==> config.mk <==
export PLATFORM = sky130hd
export DESIGN_NAME = expr_eval_flat
export DESIGN_NICKNAME = d
export VERILOG_FILES = /design/src/rtl/expr_eval_if.sv /design/src/rtl/expr_eval.sv /design/src/flat_wrapper.sv
export SDC_FILE = /design/constraint.sdc
export NUM_CORES = 1
export LEC_CHECK = 0
export BUFFER_PORTS_ARGS = -buffer_cell sky130_fd_sc_hd__buf_2
export CELL_PAD_IN_SITES_DETAIL_PLACEMENT = 2
export CELL_PAD_IN_SITES_GLOBAL_PLACEMENT = 2
export CORE_MARGIN = 2
export CORE_UTILIZATION = 40
export CTS_CLUSTER_SIZE = 16
export DETAILED_ROUTE_END_ITERATION = 16
export PLACE_DENSITY = 0.89
export SETUP_SLACK_MARGIN = 0.05
export SLEW_MARGIN = 30
export SYNTH_ARGS = -nofsm -noshare
export SYNTH_HDL_FRONTEND = slang
export SYNTH_SLANG_ARGS = --single-unit
==> constraint.sdc <==
create_clock -name clk -period 7.1 [get_ports clk]
set_clock_uncertainty 0.05 [all_clocks]
set_input_delay 0.71 -clock clk [delete_from_list [all_inputs] [get_ports clk]]
set_output_delay 0.71 -clock clk [all_outputs]
set_load 0.03 [all_outputs]
==> src/rtl/expr_eval_if.sv <==
// Character-stream bus between a character source and the expression evaluator.
// Carries the qualified 8-bit character in one direction and the evaluator's
// registered status (out, result, err) back in the other.
//   in_valid/in : character and its qualifier, driven by the source
//   out/result/err : evaluation status, driven by the evaluator
interface expr_eval_if #(
    parameter int W = 32
);
    logic         in_valid;
    logic [7:0]   in;
    logic         out;
    logic [W-1:0] result;
    logic         err;

    // Character source side.
    modport master (
        output in_valid,
        output in,
        input  out,
        input  result,
        input  err
    );

    // Evaluator side.
    modport slave (
        input  in_valid,
        input  in,
        output out,
        output result,
        output err
    );
endinterface

==> src/rtl/expr_eval.sv <==
// Evaluates an ASCII stream digit (op digit)* with '*' binding tighter than '+'.
// Latency 1 cycle: outputs are registered on the edge that consumes a character.
// No backpressure: a character is taken on every edge with in_valid=1.
//   clk : rising-edge clock
//   clr : asynchronous active-high reset
//   bus : expr_eval_if.slave (in_valid, in -> out, result, err)
module expr_eval #(
    parameter int W = 32
) (
    input  logic        clk,
    input  logic        clr,
    expr_eval_if.slave  bus
);

    typedef enum logic [2:0] {
        S_START = 3'd0,
        S_NUM   = 3'd1,
        S_ADD   = 3'd2,
        S_MUL   = 3'd3,
        S_ERR   = 3'd4
    } state_t;

    state_t       state;
    state_t       nxt_state;
    logic [W-1:0] acc;
    logic [W-1:0] term;
    logic [W-1:0] nxt_acc;
    logic [W-1:0] nxt_term;
    logic         is_digit;
    logic [W-1:0] dig;

    // For '0'..'9' the digit value is exactly the low nibble of the code.
    assign is_digit = (bus.in >= 8'h30) && (bus.in <= 8'h39);
    assign dig      = W'(bus.in[3:0]);

    always_comb begin
        nxt_state = state;
        nxt_acc   = acc;
        nxt_term  = term;
        case (state)
            S_START: begin
                if (is_digit) begin
                    nxt_acc   = '0;
                    nxt_term  = dig;
                    nxt_state = S_NUM;
                end else begin
                    nxt_state = S_ERR;
                end
            end
            S_NUM: begin
                if (bus.in == 8'h2B) begin
                    // A '+' closes the current term into the running sum.
                    nxt_acc   = acc + term;
                    nxt_state = S_ADD;
                end else if (bus.in == 8'h2A) begin
                    nxt_state = S_MUL;
                end else begin
                    // Includes a second digit: multi-digit numbers are illegal.
                    nxt_state = S_ERR;
                end
            end
            S_ADD: begin
                if (is_digit) begin
                    nxt_term  = dig;
                    nxt_state = S_NUM;
                end else begin
                    nxt_state = S_ERR;
                end
            end
            S_MUL: begin
                if (is_digit) begin
                    // Low W bits of the product do not depend on the upper bits,
                    // so a W-wide multiply gives the truncated full product.
                    nxt_term  = term * dig;
                    nxt_state = S_NUM;
                end else begin
                    nxt_state = S_ERR;
                end
            end
            default: begin
                nxt_state = S_ERR;
            end
        endcase
    end

    always_ff @(posedge clk or posedge clr) begin
        if (clr) begin
            state      <= S_START;
            acc        <= '0;
            term       <= '0;
            bus.out    <= 1'b0;
            bus.result <= '0;
            bus.err    <= 1'b0;
        end else if (bus.in_valid) begin
            state <= nxt_state;
            acc   <= nxt_acc;
            term  <= nxt_term;
            case (nxt_state)
                S_NUM: begin
                    bus.out    <= 1'b1;
                    bus.result <= nxt_acc + nxt_term;
                end
                S_ERR: begin
                    bus.out    <= 1'b0;
                    bus.result <= '0;
                    bus.err    <= 1'b1;
                end
                default: begin
                    // Operator pending: prefix incomplete, keep last result.
                    bus.out    <= 1'b0;
                end
            endcase
        end
    end

endmodule

==> src/flat_wrapper.sv <==
// flat-port wrapper written by rule: the top's interface ports become plain ports
module expr_eval_flat 
#(
    parameter int W = 32
)
  (clk, clr, bus_in_valid, bus_in, bus_out, bus_result, bus_err);
  expr_eval_if #(.W(W)) bus_i ();
  input  logic clk;
  input  logic clr;
  input wire logic [$bits(bus_i.in_valid)-1:0] bus_in_valid;
  input wire logic [$bits(bus_i.in)-1:0] bus_in;
  output wire logic [$bits(bus_i.out)-1:0] bus_out;
  output wire logic [$bits(bus_i.result)-1:0] bus_result;
  output wire logic [$bits(bus_i.err)-1:0] bus_err;
  assign bus_i.in_valid = bus_in_valid;
  assign bus_i.in = bus_in;
  assign bus_out = bus_i.out;
  assign bus_result = bus_i.result;
  assign bus_err = bus_i.err;
  expr_eval #(.W(W)) u_core (.clk(clk), .clr(clr), .bus(bus_i));
endmodule
======== Yosys cells after proc, flatten, opt, wreduce, memory -nomap -nowiden ========
Index checks and enable logic that the tools add are counted.
storage, ports and cells
  output and inout port bits .............. 34
  bits in registers ....................... 101
  logic and storage cells ................. 37
  input bits .............................. 11
operators by class
  $mul .................................... 1
  reductions and logical operators ........ 7
  $lt $le $gt $ge ......................... 2
  add/subtract/negate cells ............... 2
  equality and inequality tests ........... 7
  multiplexer cells ....................... 12
operators by type and width
  operator              count
  $pmux W32 S2          3
  $mux W32              4
  $add A32 B32 Y32      2
  $mul A32 B4 Y32       1
  $eq A8 B6 Y1 const B  2
  $mux W3               3
  $ge A8 B6 Y1 const B  1
  $le A8 B6 Y1 const B  1
  $eq A3 B1 Y1 const B  2
  $eq A3 B2 Y1 const B  2
  $pmux W3 S2           1
  $reduce_and A2 Y1     2
  $eq A3 B3 Y1 const B  1
  $logic_not A3 Y1      1
  $reduce_or A3 Y1      1
  $reduce_bool A2 Y1    1
  $reduce_or A2 Y1      1
  $logic_and A1 B1 Y1   1
  $mux W1               1

======== Depth between registers and ports, before layout ========
Gate-level depths: netlist of run 1.
  depth in word-level cells ............... 7
  gate-level depth with buffers ........... 30
  mapped depth without buffers ............ 28

======== Worst setup path before layout of run 1 ========
Ideal clock, no wire load.
  kind .................................... in2reg
  start ................................... input bus_in[2]
  end ..................................... register u_core.bus.result[31]
  stages on the path ...................... 29
  required time ........................... 6.970 ns
  path buffers ............................ 2
  path slack .............................. 0.750 ns
  arrival time ............................ 6.220 ns
  library setup time ...................... 0.080 ns
  cell sequence ........................... clkbuf_1 clkbuf_1 nand2_1 fa_1 fa_1 inv_1 fa_1 a211oi_1 nor2_1 o21a_1 nor2_1 o21bai_1 a21oi_1 xnor2_1 a22o_1 ha_1 a21o_1 o211ai_1 a21oi_1 a21boi_0 nand2_1 a21oi_1 nand2b_1 a21oi_1 o21ai_1 a21o_1 a211oi_1 or4b_1 o211ai_2
between the ends
  elaborated cells between the ends (all ways) .. 22
  classes of those cells .................. 1 x add/sub; 1 x mul; 2 x order compare; 4 x eq/ne; 11 x mux; 3 x reduce/logical
RTL lines
  element                                                                  line                source
  start, declared                                                          flat_wrapper.sv:11  input wire logic [$bits(bus_i.in)-1:0] bus_in;
  parallel branches: the longest is 3 deep, another holds $mul A32 B4 Y32  -
  $pmux W32 S2 (*)                                                         expr_eval.sv:40     case (state)
  net u_core.nxt_term[10]                                                  expr_eval.sv:28     logic [W-1:0] nxt_term;
  $add A32 B32 Y32 (*)                                                     expr_eval.sv:101    bus.result <= nxt_acc + nxt_term;
  $pmux W32 S2 (*)                                                         expr_eval.sv:98     case (nxt_state)
  end signal, assigned                                                     expr_eval.sv:101
  end, declared                                                            expr_eval_if.sv:29  output result,
Mark *: on every way through the listed nets, which the timed path passes.
A chain may end at the register's enable or synchronous reset.

======== Worst setup path in the final report of run 1 ========
  start ................................... input bus_in[3]
  end ..................................... register u_core.bus.result[31]
between the ends
  longest elaborated chain between the ends .. 7
  elaborated cells between the ends (all ways) .. 22
  classes of those cells .................. 1 x add/sub; 1 x mul; 2 x order compare; 4 x eq/ne; 11 x mux; 3 x reduce/logical
ends and longest elaborated chain
  element
  parallel branches: the longest is 7 deep, another holds $mul A32 B4 Y32
Parallel ways; which one is timed is not known.

==> results of run 1 <==
## worst reg2reg max path: cells and delay by family, from the launching register on
family,cells,cell delay (ps)
buffers and inverters,2,110
and+or+nand+nor,6,1330
xor gates and xnor gates,1,130
AOI/OAI and AO/OA,15,2860
DFF,1,490
adders and majority gates,4,1700
## path summary, 6_finish.rpt
| path | startpoint | to | slack, ps | cells after the start |
|---|---|---|---|---|
| worst max-delay path | bus_in[3] | u_core.bus.result[31] | 260 | 27 |
| worst min-delay path | clr | u_core.bus.result[8] | 360 | 2 |
| worst max register to register | u_core.term[4] | u_core.bus.result[31] | 360 | 28 |
| worst min register to register | u_core.bus.result[26] | u_core.bus.result[26] | 430 | 2 |
| max in group asynchronous | clr | u_core.term[1] | 5330 | 3 |
| min in group clk | u_core.bus.result[26] | u_core.bus.result[26] | 430 | 2 |
## cell usage after synthesis, types with 3 or more instances
cell,n
nand2b_1,12
dfrtp_1,101
buf_1,4
o21a_1,14
nor2b_1,8
a211oi_1,23
and2_1,86
fa_1,59
nor4_1,3
o31ai_1,5
o21bai_1,11
a32o_1,20
xor2_1,25
nand4_1,6
nor2_1,55
xnor2_1,52
buf_2,7
inv_1,121
a41oi_1,3
nor3_1,16
a21oi_1,90
o211ai_1,6
nand3_1,28
mux2_2,26
o21ai_1,14
or2_2,6
or3_1,7
nand2_1,154
a22o_1,41
a21boi_0,3
ha_1,94
and3_1,11
clkbuf_1,42
a211o_1,3
a31oi_1,11
o21ai_0,83
a21o_1,47
## per-layer routing
layer	track usage	up-vias	wire length (um)
met4	0.137	0	1980
met3	0.0382	115	1450
met2	0.568	281	23100
li1	-	4803	-
met5	0	-	0
met1	0.336	5587	17100
## cells in the final DEF (no fill, tap or decap), drive strengths merged, types with 6 or more instances in the layout
cell    Yosys  routed
nand2     154     154
inv       122     123
dfrtp     101     101
o21ai      97      97
ha         94      94
a21oi      90      90
and2       86      86
buf        11      68
fa         59      59
nor2       56      56
xnor2      53      53
a21o       47      47
a22o       41      41
nand3      29      29
mux2       26      26
xor2       25      25
a211oi     24      24
a32o       20      20
nor3       16      16
o21a       14      14
nand2b     12      12
and3       11      11
o21bai     11      11
a31oi      11      11
clkbuf     42      10
or2         9       9
nor2b       8       8
or3         7       7
o211ai      7       7
o31ai       7       7
nand4       6       6
## area by class of cell
type	instances	area (um2)
flip-flops and latches	101	2530
inverters	122	460
multi-input cells	1075	8160
well taps	378	473
clock buffers	10	229
repair buffers	68	419
fillers	3157	15500
clock inverters	5	61.3
## power by group through the flow
stage / clock network (mW) / registers (mW) / logic (mW)
global placement: 0 / 0.617 / 0.212
finish: 0.533 / 0.609 / 0.238
floorplan: 0 / 0.610 / 0.156
global route: 0.556 / 0.610 / 0.265
CTS: 0.540 / 0.608 / 0.235
detailed placement: 0 / 0.618 / 0.231
## kinds of logic after synthesis
| family | after synthesis |
|---|---|
| simple gates | 407 |
| fa+ha+maj | 153 |
| buf+inv | 175 |
| xor+xnor | 78 |
| mux | 28 |
| flops | 101 |
| compound gates | 409 |
## stage by stage
step / cell area [um2] / TNS (ps) / hold slack, ps / setup slack (ps) / power, mW
2_1_floorplan: 11300 / 0 / 421 / 750 / 0.766
3_3_place_gp: 12000 / 0 / 407 / 341 / 0.829
3_5_place_dp: 12000 / -214 / 423 / -170 / 0.849
4_1_cts: 12300 / 0 / 402 / 94.4 / 1.38
5_1_grt: 12300 / 0 / 421 / 97.2 / 1.43
6_report: 12300 / 0 / 365 / 259 / 1.38
## registers in the layout, summed over array words and instances, names as in the netlist, named ones only
register,cells
u_core.term,31
u_core.bus.out,1
u_core.acc,32
u_core.bus.err,1
u_core.bus.result,32
u_core.state,3
## timing repair
| action | 4_1_cts | 5_1_grt |
|---|---|---|
| hold buffers | 0 | 0 |
| endpoints found under the setup margin | 0 | 5 |
| gates resized for setup | 0 | 10 |
==> results.txt, run 1 <==
startpoint type of the worst setup path = input port
Psw = 0.433 mW
Detail Route Antenna Nets = 0
Routability Congestion = 0.916
# diodes = 0
Buf+Inv Stages, Crit Path = 6
initial drt markers = 584
Internal Power = 0.946 mW
H-tree depth = 3
Arr. time, crit path = 7080 ps
Power Density = 112 mW/mm2
number of post-CTS setup repair buffers = 0
final worst-path cycle share = 0.964
WS Path Type = in2reg
Area contributors post-synth = dfrtp_1 (22%), fa_1 (10%), ha_1 (10%), nand2_1 (5.1%), and2_1 (4.7%)
Slew @ Worst Pin = 870 ps
Syn. warnings = 0
GRT Total Usage = 0.302
fin nets = 1541
Max Freq = 0.146 GHz
synthesis-stage register bit count = 101
endpoints failing hold = 0
Slew headroom = 0.416
Detail Placement HPWL = 32500 um
core area = 0.0279 mm2
Via Count = 10800
hold crit path type = in2async
Worst VDD drop = 0.112 mV
P&R area growth vs syn = 8.81%
Die Span Y = 172 um
share of flip-flops with an asynchronous set or reset = 1.00
status = complete, no violations
final core utilization = 0.443
Clk pwr share = 0.386
syn_nets = 1515
compound-cell area share of the yosys netlist = 0.245
ys flop type = dfrtp_1
CP endpoint kind = flop
Slew Limit Fails = 0
number of library cell types mapped by synthesis = 81
num rows = 61
largest net degree at the start of global routing = 60
maxcap violations = 0
Netlist Area Pre-Place = 0.0113 mm2
Inserted Clock Buffers = 9
Clock Path Buffers = 2
critical path's largest stage delay = 530 ps
vias in the first global route = 12400
Routed WL per cell = 24.8 um
Worst EP required = 7340 ps
crit path time final = 6840 ps
# setup viols final = 0
initial core utilization = 0.407
Leak = 6.10 nW
area share of fa/ha/maj cells after synthesis = 0.208
Die ar. = 0.0297 mm2
Logic pwr share = 0.173
GRT overflow = 0
register area share after synthesis = 0.223
clk root buf = clkbuf_16
layout cells sized above 1 = 0.0992
Post-synth EDFFs = 0
CP max stage cell = fa_1
first-pass GRT wire length = 68900 um
initial antenna violation count = 0
routed wire length = 43600 um
Syn Inst Count = 1351
number of vias per cell = 6.13
Seq pwr share = 0.441
Yosys top cell area share = 0.223
Avg Inst Size Synth = 8.39 um2
Sw Ratio = 0.314
Worst Path Max Fanout = 18
post-synthesis mux area share = 0.0276
first drt pass iteration count = 5
Post-Synth XOR/XNOR Area = 0.0609
IO Pins = 45
delay-heaviest family, CP = simple AND/OR/NAND/NOR gates
chip width = 172 um
clock-pin slew on the worst setup and hold paths = 80 ps
RSZ-0062 raised after global routing = false
Simple-Gate Fraction of Synth Area = 0.177
largest family of logic cells by synthesized area = compound AO/OA/AOI/OAI gates
post-route insts no fill = 1759
# placed instances = 1744
Clock Latency Late Sink = 370 ps
CTS sink count = 101
# DRC = 0
Synth area leader = dfrtp_1
port buffer count = 44
CTS tree = yes
Note: power is estimated with default switching activity, not from simulation.
==> run 2: changes to the inputs <==
--- a/config.mk
+++ b/config.mk
@@ -12,6 +12,7 @@
 export CORE_UTILIZATION = 40
 export CTS_CLUSTER_SIZE = 16
 export DETAILED_ROUTE_END_ITERATION = 16
+export GPL_TIMING_DRIVEN = 0
 export PLACE_DENSITY = 0.89
 export SETUP_SLACK_MARGIN = 0.05
 export SLEW_MARGIN = 30
==> results.txt, run 2 (synthesized netlist as in run 1, its figures left out) <==
status = complete, no violations (unchanged)
# diodes = 0 (unchanged)
layout cells sized above 1 = 0.108 (was 0.0992)
chip width = 172 um (unchanged)
r2r endpoint = u_core.bus.result[31] (unchanged)
# fillers = 3132 (was 3157)
fin area = 0.0126 mm2 (was 0.0123 mm2)
post-route insts no fill = 1789 (was 1759)
first-pass GRT wire length = 73000 um (was 68900 um)
Slew headroom = 0.289 (was 0.416)
crit path time final = 6920 ps (was 6840 ps)
final worst-path cycle share = 0.975 (was 0.964)
Max Freq = 0.144 GHz (was 0.146 GHz)
Die Span Y = 172 um (unchanged)
Clk pwr share = 0.383 (was 0.386)
CTS tree = yes (unchanged)
Setup TNS = 0 ps (unchanged)
Clock Path Buffers = 2 (unchanged)
first drt pass iteration count = 5 (unchanged)
Die ar. = 0.0297 mm2 (unchanged)
CP max stage cell = or4b_1 (was fa_1)
worst-case reg-to-reg path depth = 27 (was 28)
hold crit path type = in2async (unchanged)
CTS sink count = 101 (unchanged)
endpoints failing hold = 0 (unchanged)
Routed WL per cell = 26.7 um (was 24.8 um)
commonest non-fill, non-tap cell in the layout = nand2_1 (unchanged)
Routability Congestion = 0.875 (was 0.916)
routed wire length = 47800 um (was 43600 um)
# placed instances = 1772 (was 1744)
Sw Ratio = 0.316 (was 0.314)
CTS Hold Bufs = 0 (unchanged)
P&R area growth vs syn = 10.7% (was 8.81%)
Power Density = 113 mW/mm2 (was 112 mW/mm2)
initial core utilization = 0.407 (unchanged)
Area after DPL = 0.0121 mm2 (was 0.0120 mm2)
final hold slack = 310 ps (was 365 ps)
Logic pwr share = 0.186 (was 0.173)
vias in the first global route = 12700 (was 12400)
# DRC = 0 (unchanged)
fin nets = 1570 (was 1541)
GRT Total Usage = 0.323 (was 0.302)
initial drt markers = 710 (was 584)
critical path's largest stage delay = 570 ps (was 530 ps)
Internal Power = 0.967 mW (was 0.946 mW)
worst reg-to-reg setup slack = 410 ps (was 360 ps)
most frequent cells in the layout = nand2_1 (153), inv_1 (120), dfrtp_1 (101), ha_1 (89), and2_1 (85) (was nand2_1 (153), inv_1 (120), dfrtp_1 (99), ha_1 (94), a21oi_1 (90))
core area = 0.0279 mm2 (unchanged)
Worst VDD drop = 0.0947 mV (was 0.112 mV)
largest net degree at the start of global routing = 60 (unchanged)
RR Startpoint = u_core.term[3] (was u_core.term[4])
post-place setup slack = -1210 ps (was -170 ps)
Detail Placement HPWL = 35400 um (was 32500 um)
number of vias per cell = 6.22 (was 6.13)
Inserted Clock Buffers = 9 (unchanged)
Arr. time, crit path = 7160 ps (was 7080 ps)
initial antenna violation count = 0 (unchanged)
final core utilization = 0.451 (was 0.443)
# setup viols final = 0 (unchanged)
Clock Latency Late Sink = 370 ps (about the same)
num rows = 61 (unchanged)
Leak = 6.12 nW (was 6.10 nW)
port buffer count = 42 (was 44)
H-tree depth = 3 (unchanged)
maxcap violations = 0 (unchanged)
Most Frequent Cell on Critical Path = a21oi_2
Via Count = 11100 (was 10800)
clock-pin slew on the worst setup and hold paths = 80 ps (about the same)
Worst EP required = 7340 ps (about the same)
startpoint type of the worst setup path = input port (unchanged)
largest registers = u_core.acc x32, u_core.bus.result x32, u_core.term x31 (unchanged)
Psw = 0.446 mW (was 0.433 mW)
crit path setup slack, layout = 178 ps (was 259 ps)
WS Path Type = in2reg (unchanged)
Seq pwr share = 0.432 (was 0.441)
Slew Limit Fails = 0 (unchanged)
Slew @ Worst Pin = 1060 ps (was 870 ps)
GRT overflow = 0 (unchanged)
clk root buf = clkbuf_16 (unchanged)
CP endpoint kind = flop (unchanged)
Power, Total = 1.41 mW (was 1.38 mW)
Worst Path Max Fanout = 10 (was 18)
IO Pins = 45 (unchanged)
Detail Route Antenna Nets = 0 (unchanged)
## run 2: power groups by stage
stage	registers [mW]	logic (mW)	clock network, mW
floorplan	0.610	0.156	0
global placement	0.617	0.208	0
CTS	0.608	0.251	0.549
finish	0.610	0.262	0.541
global route	0.610	0.285	0.567
detailed placement	0.619	0.234	0
## run 2: layout make-up
class / count / area, um2 / area share
inverter: 122 / 463 / 0.0369
multi-input combinational: 1075 / 8290 / 0.660
timing repair buffer: 45 / 255 / 0.0203
buffer: 52 / 235 / 0.0187
clock inverter: 5 / 58.8 / 0.00468
tap: 378 / 473 / 0.0377
sequential: 101 / 2530 / 0.201
clock buffer: 11 / 253 / 0.0201
## run 2: worst max-delay path: cells and delay by family
kind	cells	cell delay (ps)
xor gates and xnor gates	1	190
buffers and inverters	5	780
adders and majority gates	4	1530
and+or+nand+nor	7	1670
AOI/OAI and AO/OA	13	2270
## run 2: what timing repair did
| item | 4_1_cts | 5_1_grt |
|---|---|---|
| setup buffers | 1 | 1 |
| pin swaps | 2 | 4 |
| resized for setup | 21 | 31 |
| setup endpoints to repair | 12 | 9 |
## run 2: worst max path at each step
stage,start,end,slack [ps],cells past startpoint
floorplan,bus_in[2],u_core.bus.result[31],750,29
global placement,bus_in[3],u_core.bus.result[31],-810,28
detailed placement,bus_in[3],u_core.bus.result[31],-1210,28
CTS,bus_in[2],u_core.bus.result[28],40,24
global route,bus_in[3],u_core.bus.result[31],-40,32
finish,bus_in[3],u_core.bus.result[31],180,30
## run 2: routing by layer
layer	global-route usage	up-vias	wire (um)
li1	-	4843	-
met1	0.383	5714	18800
met2	0.569	396	23800
met3	0.0439	175	2490
met4	0.165	0	2710
met5	0	-	0
